<file path="config.mk">
export PLATFORM = sky130hd
export DESIGN_NAME = live_gate_sequencer
export DESIGN_NICKNAME = d
export VERILOG_FILES = /design/src/rtl/live_gate_sequencer.sv
export SDC_FILE = /design/constraint.sdc
export NUM_CORES = 1
export LEC_CHECK = 0
export ABC_AREA = 1
export CAP_MARGIN = 15
export CELL_PAD_IN_SITES_DETAIL_PLACEMENT = 0
export CELL_PAD_IN_SITES_GLOBAL_PLACEMENT = 1
export CORE_MARGIN = 3
export CORE_UTILIZATION = 40
export DETAILED_ROUTE_END_ITERATION = 10
export HOLD_SLACK_MARGIN = 0.02
export PLACE_DENSITY_LB_ADDON = 0.2
export REMOVE_ABC_BUFFERS = 1
export SYNTH_ARGS = -nofsm -noshare
export SYNTH_HDL_FRONTEND = slang
export SYNTH_SLANG_ARGS = --single-unit
</file>
<file path="constraint.sdc">
create_clock -name clk -period 5.07 [get_ports clk]
set_input_delay 1.014 -clock clk [delete_from_list [all_inputs] [get_ports clk]]
set_output_delay 1.014 -clock clk [all_outputs]
set_load 0.05 [all_outputs]
</file>
<file path="src/rtl/live_gate_sequencer.sv">
// Spill-cycle controller for the live-ratio counter pair: clears the counters, opens
// a live window between spill pulses, drains, then snapshots results for readout.
module live_gate_sequencer #(
  parameter int unsigned START_DLY = 16,
  parameter int unsigned DRAIN_DLY = 8,
  parameter logic [31:0] MAX_LIVE  = 32'd100_000_000
) (
  input  logic        clk,
  input  logic        rst,
  input  logic        spill_start,
  input  logic        spill_end,
  input  logic        daq_busy,
  input  logic [31:0] n_in,
  input  logic [31:0] n_out,
  output logic        live,
  output logic        cnt_rst,
  output logic        snap_valid,
  input  logic        snap_ready,
  output logic [31:0] snap_n_in,
  output logic [31:0] snap_n_out,
  output logic [31:0] snap_live_cycles,
  output logic [31:0] snap_busy_cycles,
  output logic [15:0] snap_spill_id,
  output logic        snap_timeout,
  output logic [7:0]  missed_spills,
  output logic [2:0]  state
);
  typedef enum logic [2:0] {
    IDLE = 3'd0, CLEAR = 3'd1, ARM = 3'd2, LIVE = 3'd3,
    DRAIN = 3'd4, SNAP = 3'd5, WAIT_ACK = 3'd6
  } state_t;

  localparam logic [31:0] START_LAST = 32'(START_DLY - 1);
  localparam logic [31:0] DRAIN_LAST = 32'(DRAIN_DLY - 1);

  state_t      st;
  logic [31:0] dly;
  logic [31:0] live_cycles;
  logic [31:0] busy_cycles;
  logic [31:0] live_nxt;
  logic        timeout;
  logic [15:0] spill_id;

  assign live_nxt = (live_cycles == '1) ? live_cycles : live_cycles + 32'd1;
  assign live     = (st == LIVE);
  assign cnt_rst  = (st == CLEAR);
  assign state    = st;

  always_ff @(posedge clk) begin
    if (rst) begin
      st               <= IDLE;
      dly              <= '0;
      live_cycles      <= '0;
      busy_cycles      <= '0;
      timeout          <= 1'b0;
      spill_id         <= '0;
      missed_spills    <= '0;
      snap_valid       <= 1'b0;
      snap_n_in        <= '0;
      snap_n_out       <= '0;
      snap_live_cycles <= '0;
      snap_busy_cycles <= '0;
      snap_spill_id    <= '0;
      snap_timeout     <= 1'b0;
    end else begin
      // A new spill cannot be served until the previous snapshot has been taken.
      if (spill_start && (st == DRAIN || st == SNAP || st == WAIT_ACK) && missed_spills != 8'hFF)
        missed_spills <= missed_spills + 8'd1;
      case (st)
        IDLE: if (spill_start && !spill_end) st <= CLEAR;
        CLEAR: begin
          live_cycles <= '0;
          busy_cycles <= '0;
          timeout     <= 1'b0;
          dly         <= '0;
          st          <= ARM;
        end
        ARM: begin
          if (spill_end) begin
            dly <= '0;
            st  <= DRAIN;
          end else if (dly == START_LAST) begin
            dly <= '0;
            st  <= LIVE;
          end else begin
            dly <= dly + 32'd1;
          end
        end
        LIVE: begin
          live_cycles <= live_nxt;
          if (daq_busy && busy_cycles != '1) busy_cycles <= busy_cycles + 32'd1;
          dly <= '0;
          // Timeout wins the flag even when spill_end lands on the same cycle.
          if (live_nxt >= MAX_LIVE) begin
            timeout <= 1'b1;
            st      <= DRAIN;
          end else if (spill_end) begin
            st <= DRAIN;
          end
        end
        DRAIN: begin
          if (dly == DRAIN_LAST) st <= SNAP;
          else dly <= dly + 32'd1;
        end
        SNAP: begin
          snap_n_in        <= n_in;
          snap_n_out       <= n_out;
          snap_live_cycles <= live_cycles;
          snap_busy_cycles <= busy_cycles;
          snap_spill_id    <= spill_id;
          snap_timeout     <= timeout;
          snap_valid       <= 1'b1;
          st               <= WAIT_ACK;
        end
        WAIT_ACK: begin
          if (snap_ready) begin
            snap_valid <= 1'b0;
            spill_id   <= spill_id + 16'd1;
            st         <= IDLE;
          end
        end
        default: st <= IDLE;
      endcase
    end
  end
endmodule

</file>
==> flow_summary.yaml <==
global_routing:
  grt_usage_pct: 19.72
  grt_antenna_before_repair: 0
  grt_max_degree: 127
  grt_pass1_vias: 11060
  gr-total-overflow: 0
  grt_pass1_wl_um: 56170
min_path:
  hp-class: "reg -> reg"
pwr:
  p_sw_share_pct: 33.44
  p_int_mw: 4.199
  power_density_mw_per_mm2: 388.0
  ir_worst_vdd_mv: 0.2742
  p_comb_share_pct: 26.0
  power.leakage_nw: 5.523
  power.switching_mw: 2.110
  clkPwrFrac_pct: 35.9
  seq_power_share_pct: 38.1
critical_path:
  r2r-start: "state[0]"
  rrSetupSlack_ns: 1.83
  end_kind: "output port"
  endpoint: "live"
  rr_worst_depth: 10
  startpoint: "state[0]"
  crit_required_ns: 4.06
  r2r_end: "state[2]"
  path_buf_inv: 3
  critPathTopFamily: "buffers and inverters"
  startpoint_type: "flop"
  cp_cell_sequence: "inv_1 > nor2_2 > inv_2 > nor2_4 > clkdlybuf4s50_1"
  cp.depth: 5
  critPathKind: "reg -> out"
  critPathMaxStageDelay_ns: 0.86
  critPathMaxFanout: 35
  crit_arrival_ns: 2.81
  cpMaxStageDelayCell: "clkdlybuf4s50_1"
sta:
  fin_ws_ns: 1.245
  clock_skew_ns: 0.009190
  min_period_over_period_pct: 75.44
  relSlewSlack_pct: 44.59
  fin_crit_ns: 3.825
  rsz0062_at_grt: "false"
  final_hold_viol_count: 0
  setup_violations: 0
  tightest_slew_ns: 0.8312
  max_freq_ghz: 0.2615
  fin_hold_ws_ns: 0.4405
  drv_slew: 0
routing:
  wl_per_cell_um: 14.13
  wl_met3_um: 2272
  top_layer: "met4"
  first_pass_iters: 5
  vias: 12030
  wl_met1_um: 16490
  routed_wl_um: 34500
  route.met2.wl_um: 15320
  drt_iter0_markers: 689
  drc: 0
  via_per_inst: 4.924
  ant_nets: 0
clocking:
  cts_hold_buf: 0
  numCtsBuffers: 30
  cts-htree-levels: 1
  clock_sinks: 270
  cts_setup_buffers: 0
  cts_max_path_buffers: 3
  clk_latency_ns: 0.55
  cts_tree: "built"
  root_buffer: "clkbuf_16"
  ctsResizeCount: 0
  path_clk_slew_ns: 0.06
outcome:
  status: "complete, no violations"
synth:
  synth_warnings: 0
  synth_ff_type: "dfxtp_1"
  synth-edff-count: 0
  yosysTopAreaCell: "dfxtp_1"
  ys_ff_latch: 270
  synth-async-reset-ratio_pct: 0
  ys_seq_area_share_pct: 42.60
  yosysTopAreaCellShare_pct: 42.60
  avgSynthCellArea_um2: 6.907
  ys_types: 44
  synthTopCellsByArea: "dfxtp_1 (43%), nand2_1 (11%), a21oi_1 (9.4%), inv_1 (8.0%), o21ai_0 (7.3%)"
  syn-cell-area_mm2: 0.01269
  synth_cells: 1837
finish:
  area_growth_pct: 28.16
  layout-drive-gt1-share_pct: 5.034
  antenna_cells: 0
  nets: 2100
floorplan:
  rows: 64
  die_h_um: 184.1
  core-area_mm2: 0.03091
  io_pins: 229
  start_util_pct: 41.05
  die_w_um: 184.1
  die_area_mm2: 0.03389
placement:
  place_worst_setup_slack_ns: 1.760
  hpwl_um: 24660
  place_congestion: 0.9205
  port_buffers: 228
job:
  max-cap-violations: 0
## power by group through the flow
stage,Combinational (mW),Sequential (mW),Clock (mW)
5_1_grt,1.77,2.43,2.43
3_5_place_dp,1.65,2.45,0
2_1_floorplan,0.490,3.03,0
3_3_place_gp,1.64,2.45,0
4_1_cts,1.66,2.41,2.32
6_report,1.64,2.41,2.26
## layout make-up
| type | count | area [um2] |
|---|---|---|
| Sequential cell | 270 | 5405 |
| Timing Repair Buffer | 236 | 2350 |
| Inverter | 278 | 1046 |
| Clock inverter | 9 | 147.6 |
| Clock buffer | 44 | 894.6 |
| Tap cell | 396 | 495.5 |
| Fill cell | 3084 | 14650 |
| Multi-Input combinational cell | 1209 | 5923 |
## cell usage after synthesis (all sizes together) (2+ instances only)
library cell,number
a31oi,2
nor3b,8
or2,2
nand2,367
a2bb2oi,2
dfxtp,270
xor2,32
buf,13
nand3b,3
nor2,171
nand3,59
nor3,54
inv,277
xnor2,14
nand4,25
ha,5
o211ai,4
a211oi,2
o21ai,188
clkbuf,67
nor4,25
o21bai,2
a21oi,239
o21a,2
## state kept, by name (all words and copies together), names as in the netlist
name / count
busy_cycles: 32
dly: 32
live_cycles: 32
snap_busy_cycles: 32
snap_live_cycles: 32
snap_n_in: 32
snap_n_out: 32
snap_spill_id: 16
spill_id: 16
missed_spills: 8
state: 3
snap_timeout: 1
snap_valid: 1
timeout: 1
## stage by stage
stage                     instances  setup TNS [ns]  cell area, um2  utilization (%)  total power [mW]
after floorplan                1757         -237.33           12360                -             3.520
after detailed placement       2389               0           15220            49.24             4.103
after CTS                      2442               0           16260            52.61             6.389
after global placement         2389               0           15220            49.24             4.089
after global routing           2442               0           16260            52.61             6.624
final                          2442               0           16260            52.61             6.309
## worst min-delay path by stage
stage | start | to | slack [ns] | cells after the start
3_5_place_dp | snap_live_cycles[10] | snap_live_cycles[10] | 0.44 | 2
2_1_floorplan | timeout | timeout | 0.43 | 2
6_report | snap_busy_cycles[20] | snap_busy_cycles[20] | 0.44 | 2
4_1_cts | snap_n_in[7] | snap_n_in[7] | 0.45 | 2
3_3_place_gp | snap_n_out[20] | snap_n_out[20] | 0.43 | 2
5_1_grt | snap_n_in[7] | snap_n_in[7] | 0.45 | 2
## worst reg2reg max path: stages (launching register included)
cell and delay, ns:
dfxtp_1 0.48, inv_1 0.11, nor2_2 0.22, inv_2 0.30
nor2_4 0.29, buf_4 0.45, clkinv_1 0.63, nor2_1 0.31
nand3_2 0.14, a21oi_1 0.14, nor2_1 0.06
## cells in the final DEF, fill, tap and decap left out, drive strengths merged, types with 4 or more instances in the layout
cell type	instances
clkbuf	44
nor2	171
buf	9
ha	5
nor3b	8
xnor2	14
inv	277
a21oi	239
dfxtp	270
o211ai	4
nand4	25
nand3	59
bufinv	4
nor3	54
xor2	32
clkinv	5
nor4	25
o21ai	188
nand2	367
clkdlybuf4s50	227
## cell families after synthesis
logic type	synth area share (%)
simple gates	25.03
compound gates	17.89
buf+inv	10.82
flops	42.60
xor+xnor	3.175
fa+ha+maj	0.4930
## layer usage
metal | GRT usage (%) | vias up
li1 | - | 6297
met2 | 32.21 | 289
met1 | 27.25 | 5403
met4 | 4.143 | 0
met3 | 3.829 | 36
met5 | 0 | -
No activity file was read; power rests on OpenSTA's default activity.
==> edit 1: new RTL, same flow settings <==
Reset style: asynchronous (`rst`), changed in one clocked block.
--- a/src/rtl/live_gate_sequencer.sv
+++ b/src/rtl/live_gate_sequencer.sv
@@ -48,3 +48,3 @@
 
-  always_ff @(posedge clk) begin
+  always_ff @(posedge clk or posedge rst) begin
     if (rst) begin
Check against the original RTL: differs if rst is asserted again (counterexample within 4 cycles, from zero or initial values and one cycle with rst high); with rst held inactive, the same outputs for 4 cycles.
==> edit 1 against the unedited design <==
Worst setup slack better by 200 ps. Cell area up 3.6%. Via count is 9.8% lower. Wire length shrank 1.0%. Sequential cell count did not move. Synthesized area rose by 3.3%. Critical path type unchanged.
Power is not compared: it rests on default switching activity, and its combinational part moved more than twofold at a synthesized area within 25%.
==> edit 1: results (changes against the unedited design) <==
| Metric | Value |
|---|---|
| Setup WS pre-CTS | 2010 ps (+245 ps) |
| CTS clk-pin slew, worst paths | 60 ps (about the same) |
| Layout cell share with drive strength beyond 1 | 0.112 (+0.0615) |
| Final Skew | 15.9 ps (+6.76 ps) |
| Total CTS buffers | 30 (unchanged) |
| Synth area leaders | dfrtp_1 (52%), nand2_1 (10%), mux2_2 (6.3%) |
| Post-synth top flop | dfrtp_1 |
| Routed len/inst | 15.6 um (+11%) |
| Worst Hold Launch | spill_id[8] |
| DR vias | 10800 (-9.8%) |
| Asr flop ratio synth | 1.00 (+1.00) |
| Clock Tree Root | clkbuf_16 |
| Placed Cells | 2134 (-11%) |
| CTS H-tree depth | 1 (unchanged) |
| 1st-pass router iterations | 5 (unchanged) |
| Vias per cell | 4.96 (+0.74%) |
| Final nets | 1806 (-14%) |
| Worst skew pair latency | between 500 and 600 ps |
| Yosys warning count | 0 (unchanged) |
| Placer Congestion | 0.863 (-6.3%) |
| Post-place instance area | 15800 um2 (+4.1%) |
| GRT Overall Usage | 0.195 (-0.00182) |
| Dpl hpwl | 24900 um (+1.1%) |
| IO Port Bufs | 228 (unchanged) |
| CP max FO | 28 (-20%) |
| Maximum vdd drop | approximately 0.24 mV |
| Syn_area_per_cell | 8.72 um2 (+26%) |
| Netlist cell types | 47 (+6.8%) |
| Commonest cells in the netlist | nand2_1 (355), dfrtp_1 (270), inv_1 (152) |
| Post-CTS setup buffer count | 0 (unchanged) |
| N_diodes | 0 (unchanged) |
| Max-slew headroom | 0.420 (-0.0258) |
| First-pass GRT wire length | 57100 um (+1.6%) |
| Hold WC Path Type | reg2reg |
| Largest net degree at the start of global routing | 117 (-7.9%) |
| Initial DRC Count | 597 (-13%) |
| Antenna violations before repair | 1 (+1) |
| P_leak | 7.44 nW |
| Cts repair resizes | 0 (unchanged) |
| Origin of the worst setup path | state[0] |
| Clock buffer depth | 3 (unchanged) |
| Seq/Total Area, Yosys | 0.515 (+0.0895) |
| Status | finished, final reports clean |
edit 1: changes by cell type in the layout (fill, tap and decap cells not counted), moves of 12 or more:
cell	delta
dfrtp_1	+270
dfxtp_1	-270
a21oi_1	-211
inv_1	-118
mux2_2	+73
o21ai_0	-47
nor2_1	-16
nor3_1	-16
o31ai_1	+12
edit 1: report_power, final:
part | total, mW | leakage, nW | internal, mW | switching (mW)
Combinational | 0.503 | 3.54 | 0.189 | 0.314
Clock | 2.20 | 0.487 | 1.33 | 0.877
Sequential | 2.26 | 3.41 | 2.21 | 0.0507
edit 1: metal layers:
metal	GRT usage	routed length (um)
met5	0	20
met4	0.0422	745
met3	0.0268	1260
met2	0.336	16600
met1	0.265	15500
edit 1: layout make-up:
cell class	count	area, um2
multi-input cells	1025	5550
clock inverters	8	97.6
flip-flops and latches	270	6760
clock buffers	45	908
well taps	435	544
fillers	3023	15100
inverters	166	631
repair buffers	238	2370
edit 1: cells by family after synthesis:
logic type	synth area share
AO/OA/AOI/OAI	0.0850
XOR/XNOR	0.0314
adder cells (fa/ha/maj)	0.00477
buffers and inverters	0.0624
flip-flops	0.515
multiplexers	0.0627
AND/OR/NAND/NOR	0.238
edit 1: path summary, 6_finish.rpt:
check                                 endpoint  slack (ps)  cells after the start
hold reg to reg                    spill_id[8]         470                      1
hold / removal                     spill_id[8]         470                      1
setup / recovery                          live        1450                      6
max in group asynchronous  snap_busy_cycles[0]        2980                      3
setup reg to reg                       dly[30]        2190                     10
min in group asynchronous        snap_n_out[1]        1010                      2
edit 1: worst max-delay path, cell delays in order (launching register included):
cell             delay, ps
dfrtp_1                470
inv_1                  130
nor2_2                 120
inv_1                   60
nor2_2                  70
buf_4                  320
clkdlybuf4s50_1        880
==> edit 2: new RTL, config.mk and constraints unchanged <==
Without the edit above. The parameter `MAX_LIVE` goes from 32'd100_000_000 to 32'd75000000.
--- a/src/rtl/live_gate_sequencer.sv
+++ b/src/rtl/live_gate_sequencer.sv
@@ -5,3 +5,3 @@
   parameter int unsigned DRAIN_DLY = 8,
-  parameter logic [31:0] MAX_LIVE  = 32'd100_000_000
+  parameter logic [31:0] MAX_LIVE  = 32'd75000000
 ) (
Behaviour: no difference found for any inputs over 4 cycles, from zero or initial values and one cycle with rst high; that may be too few to reach the edited logic, so the function may still have changed.
==> edit 2 against the unedited design <==
Clock skew is essentially flat. Worst setup slack lost 92 ps. Synthesized area is 0.26% higher. Cell area increased by 0.68%. Total power is 4.0% higher. Wire length is 2.5% higher. Sequential share of layout area shrank 0.22 points. Sequential cell count is the same. Critical endpoint is now cnt_rst. Largest cell class unchanged. Highest routed layer unchanged.
==> edit 2: results (changes against the unedited design) <==
| Metric | Value |
|---|---|
| Routed WL | 35400 um (+2.5%) |
| Seq/Total Area, Yosys | 0.425 (-0.00109) |
| Measured slew at the worst slew-check pin | 899 ps (+67.9 ps) |
| Asr flop ratio synth | 0 (unchanged) |
| Final Skew | 9.43 ps (+0.241 ps) |
| Fill cells | 3099 (+0.49%) |
| Final nets | 2105 (+0.24%) |
| Vias in the first global route | 11400 (+3.2%) |
| Setup WS pre-CTS | 1690 ps (-72.8 ps) |
| Synthesized instance count | 1841 (+0.22%) |
| Sw frac | 0.340 (+0.00523) |
| Vias per cell | 4.97 (+0.88%) |
| First-pass GRT wire length | 57400 um (+2.2%) |
| Multi-input gate area | 5910 um2 (-0.15%) |
| Yosys warning count | 0 (unchanged) |
| GRT Overall Usage | 0.202 (+0.00451) |
| Post-place instance area | 15200 um2 (about the same) |
| Layout cell share with drive strength beyond 1 | 0.0574 (+0.00708) |
| Largest net degree at the start of global routing | 97 (-24%) |
| Maximum vdd drop | 0.298 mV (+8.8%) |
| Total CTS buffers | 31 (+3.3%) |
| Status | finished, final reports clean |
| Dpl hpwl | 25100 um (+1.7%) |
| Commonest cells in the netlist | nand2_1 (342), inv_1 (279), dfxtp_1 (270) |
| Initial DRC Count | 585 (-15%) |
| N_diodes | 0 (unchanged) |
| Placed Cells | 2393 (+0.17%) |
| Synth area leaders | dfxtp_1 (42%), nand2_1 (10%), a21oi_1 (9.4%) |
| Routed len/inst | 14.4 um (+2.1%) |
[edit 2: cell count changes after synthesis, moves of 4 or more]
cell,change
nor2_2,+4
inv_1,+9
nor3_1,-10
xnor2_1,-4
o21ai_0,+4
nand2_1,-17
o211ai_1,-4
nor3b_1,-6
o21a_1,+4
nand3_1,+13
nor2_1,-4
[edit 2: routing by layer]
layer | wire length [um] | track usage | vias to the layer above
met1 | 16700 | 0.273 | 5468
met5 | 0 | 0 | -
met2 | 15800 | 0.341 | 346
li1 | - | - | 6320
met3 | 2290 | 0.0353 | 41
met4 | 535 | 0.0399 | 0
[edit 2: logic make-up after synthesis]
kind of cell    synth area share
buf+inv                    0.111
xor+xnor                  0.0282
compound gates             0.182
flops                      0.425
fa+ha+maj                0.00492
simple gates               0.249
[edit 2: area by class of cell]
type	count	share of cell area
multi-input cells	1204	0.361
flip-flops and latches	270	0.330
repair buffers	235	0.142
inverters	288	0.0663
clock buffers	32	0.0476
well taps	396	0.0303
clock inverters	26	0.0222
[edit 2: worst min-delay path, stage by stage (launching register included)]
cell     delay [ps]
dfxtp_1         310
inv_1            40
a21oi_1          50
[edit 2: worst paths after layout]
path,start,end,slack (ps),cells after the start
setup / recovery,state[0],cnt_rst,1150,5
hold / removal,snap_n_in[16],snap_n_in[16],440,2
setup reg to reg,state[0],busy_cycles[5],1800,11
hold reg to reg,snap_n_in[16],snap_n_in[16],440,2
[edit 2: power by group through the flow]
| stage | logic, mW | registers (mW) | clock network (mW) |
|---|---|---|---|
| after floorplan | 0.515 | 3.04 | 0 |
| after global placement | 1.67 | 2.46 | 0 |
| after detailed placement | 1.68 | 2.47 | 0 |
| after CTS | 1.68 | 2.42 | 2.55 |
| after global routing | 1.80 | 2.44 | 2.64 |
| final | 1.67 | 2.42 | 2.48 |
